[src/rtl/stopwatch_pkg.sv]
// Shared types, limits and BCD helper for the stopwatch core.
package stopwatch_pkg;

    localparam int unsigned BCD_W            = 4;
    localparam int unsigned DISP_W           = 4 * BCD_W;
    localparam int unsigned ONES_MAX         = 9;
    localparam int unsigned SEC_TENS_MAX_DEF = 5;
    localparam int unsigned MIN_TENS_MAX_DEF = 5;

    typedef logic [BCD_W-1:0] bcd_t;

    typedef enum logic [1:0] {
        SW_IDLE  = 2'd0,
        SW_RUN   = 2'd1,
        SW_PAUSE = 2'd2,
        SW_LAP   = 2'd3
    } sw_state_t;

    // Value a BCD digit takes after one edge with the given enable.
    function automatic bcd_t bcd_inc(bcd_t q, logic en, bcd_t max);
        if (!en) return q;
        return (q == max) ? '0 : q + bcd_t'(1);
    endfunction

endpackage

[src/rtl/stopwatch_core_if.sv]
// Button/tick inputs and display/status outputs of the stopwatch core.
interface stopwatch_core_if;
    import stopwatch_pkg::*;

    logic                tick;
    logic                start_stop;
    logic                lap_clr;
    logic [DISP_W-1:0]   disp_digits;
    logic                running;
    logic                lap_active;
    logic                ovf;

    modport master (
        output tick, start_stop, lap_clr,
        input  disp_digits, running, lap_active, ovf
    );

    modport slave (
        input  tick, start_stop, lap_clr,
        output disp_digits, running, lap_active, ovf
    );
endinterface

[src/rtl/stopwatch_core_bcd_digit_counter.sv]
// One BCD digit that wraps at MAX; carry flags the wrap for the next digit.
module bcd_digit_counter
    import stopwatch_pkg::*;
#(
    parameter int unsigned MAX = ONES_MAX
) (
    input  logic clk,
    input  logic reset,
    input  logic clr,
    input  logic en,
    output bcd_t q,
    output logic carry
);

    bcd_t q_q, q_d;

    always_comb begin
        q_d = q_q;
        if (clr) q_d = '0;
        else     q_d = bcd_inc(q_q, en, BCD_W'(MAX));
    end

    always_ff @(posedge clk or posedge reset) begin
        if (reset) q_q <= '0;
        else       q_q <= q_d;
    end

    assign q     = q_q;
    assign carry = en && (q_q == BCD_W'(MAX));

endmodule

[src/rtl/stopwatch_core.sv]
// MM:SS stopwatch: run/pause/lap/clear FSM over a chained BCD counter.
module stopwatch_core
    import stopwatch_pkg::*;
#(
    parameter int unsigned SEC_TENS_MAX = SEC_TENS_MAX_DEF,
    parameter int unsigned MIN_TENS_MAX = MIN_TENS_MAX_DEF
) (
    input  logic              clk,
    input  logic              reset,
    stopwatch_core_if.slave   bus
);

    sw_state_t         state_q, state_d;
    logic [DISP_W-1:0] lap_q, lap_d;
    logic [DISP_W-1:0] disp_q, disp_d;
    logic              running_q, running_d;
    logic              lap_active_q, lap_active_d;
    logic              ovf_q, ovf_d;

    logic              cnt_en, clr, lap_cap;
    bcd_t              so_q, st_q, mo_q, mt_q;
    logic              so_c, st_c, mo_c, mt_c;
    logic [DISP_W-1:0] live_next;

    // Next state; start_stop has priority over lap_clr. Counting follows the current state.
    always_comb begin
        state_d = state_q;
        clr     = 1'b0;
        lap_cap = 1'b0;
        cnt_en  = bus.tick && (state_q == SW_RUN || state_q == SW_LAP);
        case (state_q)
            SW_IDLE:  if (bus.start_stop) state_d = SW_RUN;
            SW_RUN: begin
                if (bus.start_stop) state_d = SW_PAUSE;
                else if (bus.lap_clr) begin
                    state_d = SW_LAP;
                    lap_cap = 1'b1;
                end
            end
            SW_PAUSE: begin
                if (bus.start_stop) state_d = SW_RUN;
                else if (bus.lap_clr) begin
                    state_d = SW_IDLE;
                    clr     = 1'b1;
                end
            end
            SW_LAP: begin
                if (bus.start_stop)   state_d = SW_PAUSE;
                else if (bus.lap_clr) state_d = SW_RUN;
            end
            default: state_d = SW_IDLE;
        endcase
    end

    bcd_digit_counter #(.MAX(ONES_MAX)) u_sec_ones (
        .clk(clk), .reset(reset), .clr(clr), .en(cnt_en), .q(so_q), .carry(so_c));
    bcd_digit_counter #(.MAX(SEC_TENS_MAX)) u_sec_tens (
        .clk(clk), .reset(reset), .clr(clr), .en(so_c), .q(st_q), .carry(st_c));
    bcd_digit_counter #(.MAX(ONES_MAX)) u_min_ones (
        .clk(clk), .reset(reset), .clr(clr), .en(st_c), .q(mo_q), .carry(mo_c));
    bcd_digit_counter #(.MAX(MIN_TENS_MAX)) u_min_tens (
        .clk(clk), .reset(reset), .clr(clr), .en(mo_c), .q(mt_q), .carry(mt_c));

    // Post-edge live count lets the lap register and display include a same-cycle tick.
    always_comb begin
        live_next = {bcd_inc(mt_q, mo_c, BCD_W'(MIN_TENS_MAX)),
                     bcd_inc(mo_q, st_c, BCD_W'(ONES_MAX)),
                     bcd_inc(st_q, so_c, BCD_W'(SEC_TENS_MAX)),
                     bcd_inc(so_q, cnt_en, BCD_W'(ONES_MAX))};
        if (clr) live_next = '0;

        lap_d = lap_q;
        if (clr)          lap_d = '0;
        else if (lap_cap) lap_d = live_next;

        ovf_d        = clr ? 1'b0 : (ovf_q | mt_c);
        disp_d       = (state_d == SW_LAP) ? lap_d : live_next;
        running_d    = (state_d == SW_RUN) || (state_d == SW_LAP);
        lap_active_d = (state_d == SW_LAP);
    end

    always_ff @(posedge clk or posedge reset) begin
        if (reset) begin
            state_q      <= SW_IDLE;
            lap_q        <= '0;
            disp_q       <= '0;
            running_q    <= 1'b0;
            lap_active_q <= 1'b0;
            ovf_q        <= 1'b0;
        end else begin
            state_q      <= state_d;
            lap_q        <= lap_d;
            disp_q       <= disp_d;
            running_q    <= running_d;
            lap_active_q <= lap_active_d;
            ovf_q        <= ovf_d;
        end
    end

    assign bus.disp_digits = disp_q;
    assign bus.running     = running_q;
    assign bus.lap_active  = lap_active_q;
    assign bus.ovf         = ovf_q;

endmodule

[src/flat_wrapper.sv]
// flat-port wrapper written by rule: the top's interface ports become plain ports
module stopwatch_core_flat import stopwatch_pkg::*;
#(
    parameter int unsigned SEC_TENS_MAX = SEC_TENS_MAX_DEF,
    parameter int unsigned MIN_TENS_MAX = MIN_TENS_MAX_DEF
)
  (clk, reset, bus_tick, bus_start_stop, bus_lap_clr, bus_disp_digits, bus_running, bus_lap_active, bus_ovf);
  stopwatch_core_if bus_i ();
  input  logic clk;
  input  logic reset;
  input wire logic [$bits(bus_i.tick)-1:0] bus_tick;
  input wire logic [$bits(bus_i.start_stop)-1:0] bus_start_stop;
  input wire logic [$bits(bus_i.lap_clr)-1:0] bus_lap_clr;
  output wire logic [$bits(bus_i.disp_digits)-1:0] bus_disp_digits;
  output wire logic [$bits(bus_i.running)-1:0] bus_running;
  output wire logic [$bits(bus_i.lap_active)-1:0] bus_lap_active;
  output wire logic [$bits(bus_i.ovf)-1:0] bus_ovf;
  assign bus_i.tick = bus_tick;
  assign bus_i.start_stop = bus_start_stop;
  assign bus_i.lap_clr = bus_lap_clr;
  assign bus_disp_digits = bus_i.disp_digits;
  assign bus_running = bus_i.running;
  assign bus_lap_active = bus_i.lap_active;
  assign bus_ovf = bus_i.ovf;
  stopwatch_core #(.SEC_TENS_MAX(SEC_TENS_MAX), .MIN_TENS_MAX(MIN_TENS_MAX)) u_core (.clk(clk), .reset(reset), .bus(bus_i));
endmodule
[config.mk]
export PLATFORM = sky130hd
export DESIGN_NAME = stopwatch_core_flat
export DESIGN_NICKNAME = d
export VERILOG_FILES = /design/src/rtl/stopwatch_pkg.sv /design/src/rtl/stopwatch_core_if.sv /design/src/rtl/stopwatch_core_bcd_digit_counter.sv /design/src/rtl/stopwatch_core.sv /design/src/flat_wrapper.sv
export SDC_FILE = /design/constraint.sdc
export NUM_CORES = 1
export LEC_CHECK = 0
export BUFFER_PORTS_ARGS = -buffer_cell sky130_fd_sc_hd__clkbuf_2
export CORE_MARGIN = 1.5
export CORE_UTILIZATION = 44
export CTS_BUF_LIST = sky130_fd_sc_hd__clkbuf_16
export DETAILED_ROUTE_END_ITERATION = 12
export GPL_ROUTABILITY_DRIVEN = 0
export HOLD_SLACK_MARGIN = 0.02
export PLACE_DENSITY = 0.74
export SLEW_MARGIN = 20
export SYNTH_ARGS = -nofsm -noshare
export SYNTH_HDL_FRONTEND = slang
export SYNTH_HIERARCHICAL = 1
export SYNTH_SLANG_ARGS = --single-unit
[constraint.sdc]
create_clock -name clk -period 7.52 [get_ports clk]
set_clock_uncertainty 0.2 [all_clocks]
set_input_delay 1.128 -clock clk [delete_from_list [all_inputs] [get_ports clk]]
set_output_delay 1.128 -clock clk [all_outputs]
set_load 0.1 [all_outputs]
# Word level (Yosys, flattened, before mapping)
# Cells that the tools add are included.
dict set report word_totals {
  output_inout_bits 19
  elab_cells 77
  in_bits 5
  register_bits 53
}
dict set report classes {
  n_reduce_logical 8
  n_mux 41
  n_eq_ne 13
  bitwise 1
  n_addsub 4
}
# op count
set ops {}
lappend ops {{16-bit 2-to-1 mux} 4}
lappend ops {{4-bit 2-to-1 mux} 16}
lappend ops {{4-bit by 1-bit adder with 4-bit output (second input constant)} 4}
lappend ops {{2-bit 2-to-1 mux} 7}
lappend ops {{1-bit 2-to-1 mux} 13}
lappend ops {{3-bit by 2-bit inequality test with 1-bit output (second input constant)} 4}
lappend ops {{4-bit by 3-bit == test with 1-bit output (second input constant)} 2}
lappend ops {{4-bit == test (second input constant)} 2}
lappend ops {{2-bit one-hot mux with 4 select lines} 1}
lappend ops {{2-bit == test (second input constant)} 3}
lappend ops {{1-bit logical AND} 5}
lappend ops {{2-bit by 1-bit == test with 1-bit output (second input constant)} 2}
lappend ops {{2-bit logical NOT} 1}
lappend ops {{1-bit logical OR} 2}
lappend ops {{1-bit bitwise OR} 1}

# Depth between registers and ports, before layout
# Gate-level depths: netlist of the first run.
dict set report depth {
  depth_word 11
  ltp_mapped 13
  depth_no_buf 12
}

# Hierarchy
# Netlist of the first run, hierarchy kept.
# module cells_per_inst seq_area_each_um2 instances area_each_um2
set by_module_without_submodules {}
lappend by_module_without_submodules {stopwatch_core 203 900.9 1 2089.5}
lappend by_module_without_submodules {{bcd_digit_counter at u_core.u_min_ones ...} 27 100.1 2 245.2}
lappend by_module_without_submodules {{bcd_digit_counter at u_core.u_min_tens ...} 25 100.1 2 230.2}

# Worst setup path after synthesis of the first run
# OpenSTA, ideal clock, no wires.
dict set report synth_timing {
  kind {register to register}
  startpoint {register, netlist name u_core/bus.running}
  endpoint {register u_core.lap_q[12]}
  arrival_time_ns 3.510
  setup_time_ns 0.087
  required_ns 7.233
  period_less_slack_ns 3.797
  stages_incl_launch_ff 14
  path_buffers 1
  path_slack_ns 3.723
  path_cell_list {dfrtp_1 buf_6 nand2_1 inv_1 inv_1 nor2_1 inv_1 nor2_1 inv_1 nor2_1 inv_1 nor3_1 a21oi_1 a211oi_2}
}
# element line
set synth_rtl {}
lappend synth_rtl {{end signal, assigned} stopwatch_core.sv:92} ;# lap_q <= lap_d;
lappend synth_rtl {{end, declared} stopwatch_core.sv:14} ;# logic [DISP_W-1:0] lap_q, lap_d;

# Final worst setup path of the first run
dict set report layout_timing {
  startpoint {input bus_tick}
  endpoint {register u_core.lap_q[12]}
}
dict set report layout_between {
  elab_chain_len 8
}
# element line
set layout_lines {}
lappend layout_lines {{start, declared} flat_wrapper.sv:11} ;# input wire logic [$bits(bus_i.tick)-1:0] bus_tick;
lappend layout_lines {{1-bit logical AND} stopwatch_core.sv:30} ;# cnt_en = bus.tick && (state_q == SW_RUN || state_q == SW_LAP);
lappend layout_lines {{via u_core.cnt_en} stopwatch_core.sv:20} ;# logic cnt_en, clr, lap_cap;
lappend layout_lines {{1-bit logical AND} stopwatch_core_bcd_digit_counter.sv:29} ;# assign carry = en && (q_q == BCD_W'(MAX));
lappend layout_lines {{via u_core.so_c} stopwatch_core.sv:22} ;# logic so_c, st_c, mo_c, mt_c;
lappend layout_lines {{1-bit logical AND} stopwatch_core_bcd_digit_counter.sv:29}
lappend layout_lines {{via u_core.st_c} stopwatch_core.sv:22}
lappend layout_lines {{1-bit logical AND} stopwatch_core_bcd_digit_counter.sv:29}
lappend layout_lines {{via u_core.mo_c} stopwatch_core.sv:22}
lappend layout_lines {{4-bit 2-to-1 mux} stopwatch_pkg.sv:22} ;# return (q == max) ? '0 : q + bcd_t'(1);
lappend layout_lines {{16-bit 2-to-1 mux} stopwatch_core.sv:70} ;# if (clr) live_next = '0;
lappend layout_lines {{16-bit 2-to-1 mux} stopwatch_core.sv:74} ;# else if (lap_cap) lap_d = live_next;
lappend layout_lines {{16-bit 2-to-1 mux} stopwatch_core.sv:73} ;# if (clr) lap_d = '0;
lappend layout_lines {{via u_core.lap_d[12]} stopwatch_core.sv:14}
# The timed path passes the listed nets, and every way through them passes these cells.
# A chain may end at the register's enable or synchronous reset.

==> results of run 1 <==
==> flip-flops by register name, indices dropped and copies added, names as in the netlist <==
signal / count
u_core/lap_q: 16
u_core/u_sec_ones/q: 4
u_core/u_sec_tens/q: 4
u_core/u_min_ones/q: 4
u_core/bus.disp_digits: 16
u_core/bus.lap_active: 1
u_core/u_min_tens/q: 4
u_core/state_q: 1
u_core/bus.running: 1
u_core/bus.ovf: 1
==> worst paths after layout <==
check | from | endpoint | depth (start not counted)
setup / recovery | bus_tick | u_core/lap_q[12] | 13
hold / removal | u_core/bus.ovf | u_core/bus.ovf | 2
setup reg to reg | u_core/bus.running | u_core/lap_q[12] | 12
hold reg to reg | u_core/bus.ovf | u_core/bus.ovf | 2
max in group asynchronous | reset | u_core/bus.disp_digits[0] | 3
min in group asynchronous | reset | u_core/u_sec_ones/q[1] | 2
==> where the power goes <==
group / internal (mW) / switching (mW)
sequential: 0.355 / 0.0693
clock: 0.122 / 0.0954
combinational: 0.132 / 0.309
total: 0.609 / 0.473
==> metal layers <==
layer  global-route usage (%)  vias to the layer above  wire length (um)
met5                        0                        -                 0
met2                    29.13                       41              2905
li1                         -                     1128                 -
met3                    2.599                        7               229
met1                    20.95                     1104              2613
met4                    5.572                        0               103
==> cell type report <==
type,count,area [sq um],share of cell area [%]
Clock inverter,3,16.27,0.4906
Sequential cell,52,1301,39.25
Tap cell,80,100.1,3.019
Timing Repair Buffer,26,137.6,4.151
Multi-Input combinational cell,216,1534,46.26
Inverter,27,101.3,3.057
Clock buffer,5,125.1,3.774
==> metrics by stage <==
step	cell area, sq um	power (mW)	utilization, %	worst slack, ps
6_report	3316	1.083	49.35	3160
5_1_grt	3316	1.148	49.35	2861
4_1_cts	3316	1.091	49.35	3259
3_5_place_dp	3174	0.8726	47.24	2959
3_3_place_gp	3174	0.8554	47.24	3133
2_1_floorplan	3040	0.8036	-	3723
==> placed cells by master, fill, tap and decap left out, types with 4 or more instances in the layout <==
master	count
a211oi_2	25
a21oi_1	28
a21oi_2	4
clkbuf_16	5
clkbuf_2	23
dfrtp_1	52
ha_1	16
inv_1	28
nand2_1	22
nand3b_1	14
nand4_1	4
nor2_1	37
nor2b_1	4
nor3_1	10
o21ai_0	10
==> cell families after synthesis <==
kind of cell	count (synthesis)	share of synthesized area, %
AOI/OAI and AO/OA	86	22.80
muxes	2	0.6585
adders and majority gates	16	6.584
DFF	52	42.80
xor gates and xnor gates	2	0.5762
and+or+nand+nor	110	19.34
buffers and inverters	39	7.243
==> worst max-delay path, delay by kind of cell <==
family | cells | cell delay [ps]
compound gates | 2 | 330
buf+inv | 6 | 910
simple gates | 5 | 1980
==> out/summary.json, run 1 <==
{
  "run_status": {
    "run_status": "complete, no violations"
  },
  "critical_path": {
    "worst_setup_path_end_kind": "flop",
    "worst_setup_path_start_kind": "input port",
    "timing.setup.critical_path_class": "input port to flop",
    "cp_common_cell": "inv_1",
    "crit_chain": "clkbuf_2 -> nand2_1 -> inv_1 -> inv_1 -> nor2_1 -> inv_1 -> nor2_1 -> inv_1 -> nor2_1 -> inv_1 -> nor3_1 -> a21oi_1 -> a211oi_2",
    "timing.critical_path.slowest_stage_cell": "nor2_1",
    "worstPathMaxFanout": 11,
    "critical_path.max_stage_delay_ps": 570,
    "worst-endpoint-required_ps": 7520,
    "r2r_setup_slack_ps": 3450,
    "worstPathArrival_ps": 4360
  },
  "clock_tree": {
    "cts_tree": "done",
    "cts_inserted_buffers": 5,
    "clockBufferDepth": 2,
    "root_cell_of_the_clock_tree": "clkbuf_16",
    "cts.repair.resized": 0,
    "post_cts_setup_inserts": 0,
    "cts_sinks": 52,
    "cts-htree-levels": 2,
    "holdBufCountCts": 0,
    "cts.reportedPaths.clkPinSlew_ps": 60,
    "clk-insertion-delay-late_ps": 280
  },
  "logic_synthesis": {
    "postSynthRegisterBits": 52,
    "synthDominantCellAreaShare_pct": 42.80,
    "synthTopCellsByArea": "dfrtp_1 (43%), a211oi_2 (10%), ha_1 (6.6%)",
    "postSynthAreaPerCell_sq_um": 9.904,
    "yosys.cell_count.top_type": "dfrtp_1",
    "synth_cell_types": 44,
    "yosys_warnings": 6,
    "synth_edf_count": 0,
    "syn-num-nets": 328,
    "synthesis.instances": 307,
    "netlist_area_sq_um": 3040,
    "yosysSeqAreaShare_pct": 42.80,
    "fraction_of_synthesis_flops_using_an_asynchronous_set_or_reset_pin_pct": 100.0,
    "cell_type_with_the_highest_aggregate_area_in_the_netlist": "dfrtp_1",
    "synthTopCellsByCount": "dfrtp_1 (52), nor2_1 (37), a21oi_1 (28), inv_1 (26), a211oi_2 (25)",
    "synth_flop_cell": "dfrtp_1"
  },
  "place": {
    "hpwl_um": 3841,
    "placed_cells": 401,
    "buffer_ports.inserted": 23
  },
  "timing": {
    "timing.final.crit_share_pct": 57.97,
    "relSlewSlack_pct": 53.41,
    "final.setup.tns_ps": 0,
    "setup_viol_count_final": 0,
    "maxClockFrequency_mhz": 229.4,
    "pin_slew_with_the_least_headroom_to_its_limit_ps": 698.9,
    "slew_violations": 0,
    "min_clock_period_post_route_ps": 4360,
    "finalHoldViolations": 0,
    "hold_slack_ps": 291.5,
    "grt_setup_unrepaired": "false"
  },
  "grt": {
    "grtUsageTotal_pct": 16.64,
    "grt_max_degree": 49,
    "via_count_of_the_first_global_routing_pass": 2154,
    "grt_overflow_total": 0,
    "grt_pass1_wl_um": 9867,
    "grt_antenna_before_repair": 0
  },
  "job": {
    "max_cap_violations": 0
  },
  "layout": {
    "fillCellCount": 603,
    "diodes": 0,
    "layout_nets": 349,
    "layoutNonFillerInstCount": 409,
    "drive_above_1_share_pct": 21.58,
    "area_delta_synth_final_pct": 9.053
  },
  "route": {
    "drt_first_iter_violations": 112,
    "detailroute.via_count": 2280,
    "routed_wl_um": 5851,
    "route.antenna.remaining_nets": 0,
    "dr.pass1.iters": 4,
    "routed_wire_length_per_instance_um": 14.31,
    "remaining_drc_errors": 0,
    "drt-vias-per-instance": 5.575
  },
  "die": {
    "io_pins": 24,
    "fp-row-count": 30,
    "floorplan.die_area_sq_um": 7418,
    "fp.dieH_um": 86.13,
    "floorplan.die.width_um": 86.13,
    "coreArea_sq_um": 6719,
    "initial_core_util_pct": 45.25
  },
  "worst_hold_path": {
    "min_path_type": "flop to flop"
  },
  "pwr": {
    "ir_drop_v": 0.0001149,
    "power_leakage_nw": 1.484,
    "powerDensity_nw_per_um2": 326.5
  }
}
Note: power is estimated with default switching activity, not from simulation.
==> run 2: changes to the inputs <==
--- a/config.mk
+++ b/config.mk
@@ -5,6 +5,7 @@
 export SDC_FILE = /design/constraint.sdc
 export NUM_CORES = 1
 export LEC_CHECK = 0
+export ABC_AREA = 1
 export BUFFER_PORTS_ARGS = -buffer_cell sky130_fd_sc_hd__clkbuf_2
 export CORE_MARGIN = 1.5
 export CORE_UTILIZATION = 44
@@ -12,7 +13,7 @@
 export DETAILED_ROUTE_END_ITERATION = 12
 export GPL_ROUTABILITY_DRIVEN = 0
 export HOLD_SLACK_MARGIN = 0.02
-export PLACE_DENSITY = 0.74
+export PLACE_DENSITY = 0.76
 export SLEW_MARGIN = 20
 export SYNTH_ARGS = -nofsm -noshare
 export SYNTH_HDL_FRONTEND = slang
==> constraint.sdc (replaced) <==
create_clock -name clk -period 3.81 [get_ports clk]
set_clock_uncertainty 0.2 [all_clocks]
set_input_delay 0.5715 -clock clk [delete_from_list [all_inputs] [get_ports clk]]
set_output_delay 0.5715 -clock clk [all_outputs]
set_load 0.1 [all_outputs]
==> run 2 against run 1 <==
Worst setup slack lost 2600 ps. Synthesized cell count grew 43%. Global-route usage grew 0.45 points. Register-to-register slack lost 2900 ps. Non-clock buffer count is the same. Critical path depth grew 3. Utilization grew 0.66 points. Highest routed layer unchanged. Total power grew 100%. Die area grew 8.7%. Sequential power grew 98%. Hold slack lost 280 ps. Largest power group unchanged. Largest cell class unchanged. Combinational power grew 110%.
==> out/summary.json, run 2 <==
{
  "pwr": {
    "power_leakage": {"value": 1.865, "unit": "nW", "change": "+26%"},
    "sequentialPowerShare": {"value": 37.9, "unit": "%", "change": "-1.3 points"},
    "powerDensity": {"value": 611.8, "unit": "nW/um^2", "change": "+87%"},
    "power_switching": {"value": 1.010, "unit": "mW", "change": "+110%"},
    "switching_share": {"value": 45.50, "unit": "%", "change": "+1.8 points"},
    "power.share.clock": {"value": 19.5, "unit": "%", "change": "-0.5 points"},
    "pwr-share-comb": {"value": 42.6, "unit": "%", "change": "+1.9 points"},
    "cellInternalPower": {"value": 1.210, "unit": "mW", "change": "+99%"},
    "totalPowerFinal": {"value": 2.219, "unit": "mW", "change": "+100%"},
    "ir_drop": {"value": 0.0002267, "unit": "V", "change": "+97%"}
  },
  "logic_synthesis": {
    "fraction_of_synthesis_flops_using_an_asynchronous_set_or_reset_pin": {"value": 100.0, "unit": "%", "change": "unchanged"},
    "synthDominantCellAreaShare": {"value": 39.27, "unit": "%", "change": "-3.5 points"},
    "cell_type_with_the_highest_aggregate_area_in_the_netlist": "dfrtp_1",
    "yosys.cell_count.top_type": "nand2_1",
    "synth_edf_count": {"value": 0, "change": "unchanged"},
    "synthesis.instances": {"value": 438, "change": "+43%"},
    "syn-num-nets": {"value": 459, "change": "+40%"},
    "netlist_area": {"value": 3313, "unit": "sq um", "change": "+9.0%"},
    "postSynthRegisterBits": {"value": 52, "change": "unchanged"},
    "yosysSeqAreaShare": {"value": 39.27, "unit": "%", "change": "-3.5 points"},
    "synth_cell_types": {"value": 34, "change": "-23%"},
    "postSynthAreaPerCell": {"value": 7.564, "unit": "sq um", "change": "-24%"},
    "yosys_warnings": {"value": 6, "change": "unchanged"},
    "synthTopCellsByArea": "dfrtp_1 (39%), nand2_1 (15%), nor2_1 (6.6%)",
    "synth_flop_cell": "dfrtp_1",
    "synthTopCellsByCount": "nand2_1 (129), nor2_1 (58), inv_1 (55), dfrtp_1 (52), nand3_1 (31)"
  },
  "timing": {
    "setup_viol_count_final": {"value": 0, "change": "unchanged"},
    "timing.final.crit_share_pct": 85.38,
    "slew_violations": {"value": 0, "change": "unchanged"},
    "min_clock_period_post_route_ps": 3253,
    "maxClockFrequency_mhz": 307.4,
    "finalHoldViolations": {"value": 0, "change": "unchanged"},
    "relSlewSlack": {"value": 40.83, "unit": "%", "change": "-13 points"},
    "grt_setup_unrepaired": "false",
    "final.setup.tns": {"value": 0, "unit": "ps", "change": "unchanged"},
    "pin_slew_with_the_least_headroom_to_its_limit": {"value": 885.4, "unit": "ps", "change": "+186.5 ps"}
  },
  "die": {
    "floorplan.die_area": {"value": 8060, "unit": "sq um", "change": "+8.7%"},
    "fp.dieH": {"value": 89.78, "unit": "um", "change": "+4.2%"},
    "coreArea": {"value": 7253, "unit": "sq um", "change": "+8.0%"},
    "floorplan.die.width": {"value": 89.78, "unit": "um", "change": "+4.2%"},
    "io_pins": {"value": 24, "change": "unchanged"},
    "initial_core_util": {"value": 45.68, "unit": "%", "change": "+0.43 points"},
    "fp-row-count": {"value": 31, "change": "+3.3%"}
  },
  "clock_tree": {
    "root_cell_of_the_clock_tree": "clkbuf_16",
    "cts.reportedPaths.clkPinSlew": {"value": 70, "unit": "ps", "change": "about the same"},
    "post_cts_setup_inserts": {"value": 0, "change": "unchanged"},
    "clk-insertion-delay-late": {"value": 290, "unit": "ps", "change": "about the same"},
    "clockBufferDepth": {"value": 2, "change": "unchanged"},
    "cts_inserted_buffers": {"value": 5, "change": "unchanged"},
    "cts-htree-levels": {"value": 2, "change": "unchanged"},
    "holdBufCountCts": {"value": 0, "change": "unchanged"},
    "cts_sinks": {"value": 52, "change": "unchanged"},
    "cts_tree": "done",
    "cts.repair.resized": {"value": 0, "change": "unchanged"}
  },
  "critical_path": {
    "worstPathArrival": {"value": 3230, "unit": "ps", "change": "-1130 ps"},
    "timing.setup.critical_path_class": "flop to flop",
    "worst_setup_path_end_kind": "flop",
    "worstPathMaxFanout": {"value": 11, "change": "unchanged"},
    "worst-endpoint-required": {"value": 3790, "unit": "ps", "change": "-3730 ps"},
    "worst_setup_path_start_kind": "flop"
  },
  "place": {
    "hpwl": {"value": 4554, "unit": "um", "change": "+19%"},
    "dpl_cell_area": {"value": 3483, "unit": "sq um", "change": "+9.7%"},
    "buffer_ports.inserted": {"value": 23, "change": "unchanged"}
  },
  "layout": {
    "layout.cells.most_common": "nand2_1",
    "fin_util": {"value": 50.01, "unit": "%", "change": "+0.66 points"},
    "layout_nets": {"value": 484, "change": "+39%"},
    "drive_above_1_share": {"value": 16.38, "unit": "%", "change": "-5.2 points"},
    "final_cell_mix": "nand2_1 (129), nor2_1 (58), inv_1 (55)",
    "final_instance_area": {"value": 3627, "unit": "sq um", "change": "+9.4%"},
    "area_delta_synth_final_pct": 9.479,
    "diodes": {"value": 0, "change": "unchanged"}
  },
  "grt": {
    "grt_antenna_before_repair": {"value": 0, "change": "unchanged"},
    "grt_overflow_total": {"value": 0, "change": "unchanged"},
    "grtUsageTotal": {"value": 17.10, "unit": "%", "change": "+0.45 points"},
    "via_count_of_the_first_global_routing_pass": {"value": 2637, "change": "+22%"},
    "grt_pass1_wl": {"value": 11490, "unit": "um", "change": "+16%"},
    "grt_max_degree": {"value": 42, "change": "-14%"}
  },
  "route": {
    "detailroute.via_count": {"value": 2755, "change": "+21%"},
    "dr.pass1.iters": {"value": 4, "change": "unchanged"},
    "drt-vias-per-instance": {"value": 4.893, "change": "-12%"},
    "remaining_drc_errors": {"value": 0, "change": "unchanged"},
    "drt_first_iter_violations": {"value": 115, "change": "+2.7%"},
    "route.antenna.remaining_nets": {"value": 0, "change": "unchanged"},
    "routed_wl": {"value": 6451, "unit": "um", "change": "+10%"},
    "routed_wire_length_per_instance": {"value": 11.46, "unit": "um", "change": "-20%"}
  },
  "worst_hold_path": {
    "min_path_type": "input port to asynchronous set/reset pin"
  },
  "job": {
    "max_cap_violations": {"value": 0, "change": "unchanged"}
  },
  "run_status": {
    "run_status": "complete, no violations"
  }
}
-- run 2: changes by cell type after synthesis, sizes merged, moves of 4 or more --
cell,before,now
nor3,12,0
inv,27,60
nand3b,14,0
nand4,4,14
o21bai,0,5
a21oi,32,2
buf,12,8
nor2,37,71
a21boi,2,9
a211oi,27,0
and2,0,4
nand2,24,140
nand3,2,37
-- run 2: worst paths after layout --
check                      slack [ps]  cells after the start                         end                    from
min in group clk                  320                      2              u_core/bus.ovf          u_core/bus.ovf
min reg2reg                       320                      2              u_core/bus.ovf          u_core/bus.ovf
max reg2reg                       560                     16  u_core/bus.disp_digits[12]  u_core/u_sec_ones/q[0]
min                                10                      2   u_core/bus.disp_digits[8]                   reset
max in group asynchronous        2760                      3             u_core/lap_q[8]                   reset
max                               560                     16  u_core/bus.disp_digits[12]  u_core/u_sec_ones/q[0]
-- run 2: critical path: stages (launching register included) --
cell and delay [ps]:
dfrtp_1 560, ha_1 230, nand3_1 100, nor2_1 110, buf_4 150, inv_1 70, nor2_1 350, inv_1 140
nor2_1 470, nand2_1 140, nor2_1 150, nor2_2 80, nand2_1 90, nand2_1 50, and2_4 170, nand2_1 50
nand2_1 50
-- run 2: through the flow --
| step | instances | hold slack, ps | worst slack (ps) |
|---|---|---|---|
| final | 563 | 12.78 | 557.0 |
| after global routing | 563 | 43.33 | 144.3 |
| after CTS | 563 | 22.12 | 615.9 |
| after detailed placement | 555 | 313.4 | 557.7 |
| after global placement | 555 | 302.5 | 654.5 |
| after floorplan | 438 | 137.6 | 351.5 |
-- run 2: cell type report --
| class | instances | area (sq um) |
|---|---|---|
| clock buffers | 5 | 125.1 |
| repair buffers | 26 | 137.6 |
| flip-flops and latches | 52 | 1301 |
| well taps | 99 | 123.9 |
| clock inverters | 3 | 18.77 |
| multi-input cells | 318 | 1690 |
| inverters | 60 | 230.2 |
| fillers | 704 | 3626 |
-- run 2: power by group through the flow --
stage | Combinational (mW) | Clock (mW) | Sequential (mW)
2_1_floorplan | 0.469 | 0 | 1.17
3_3_place_gp | 0.925 | 0 | 0.840
3_5_place_dp | 0.949 | 0 | 0.851
4_1_cts | 0.952 | 0.450 | 0.841
5_1_grt | 1.04 | 0.472 | 0.863
6_report | 0.945 | 0.433 | 0.842
-- run 2: layer usage --
layer	up-vias	track usage, %	wire [um]
met3	11	2.453	232
li1	1418	-	-
met4	0	6.746	144
met1	1281	20.31	2906
met2	45	30.98	3168
met5	-	0	0
-- run 2: cells by family (layout without fill, tap and decap cells) --
logic type / after synthesis / in the layout / synth area share [%]
buffers and inverters: 68 / 94 / 9.705
flip-flops: 52 / 52 / 39.27
AND/OR/NAND/NOR: 269 / 269 / 38.10
AO/OA/AOI/OAI: 30 / 30 / 6.080
adder cells (fa/ha/maj): 16 / 16 / 6.042
XOR/XNOR: 3 / 3 / 0.7932
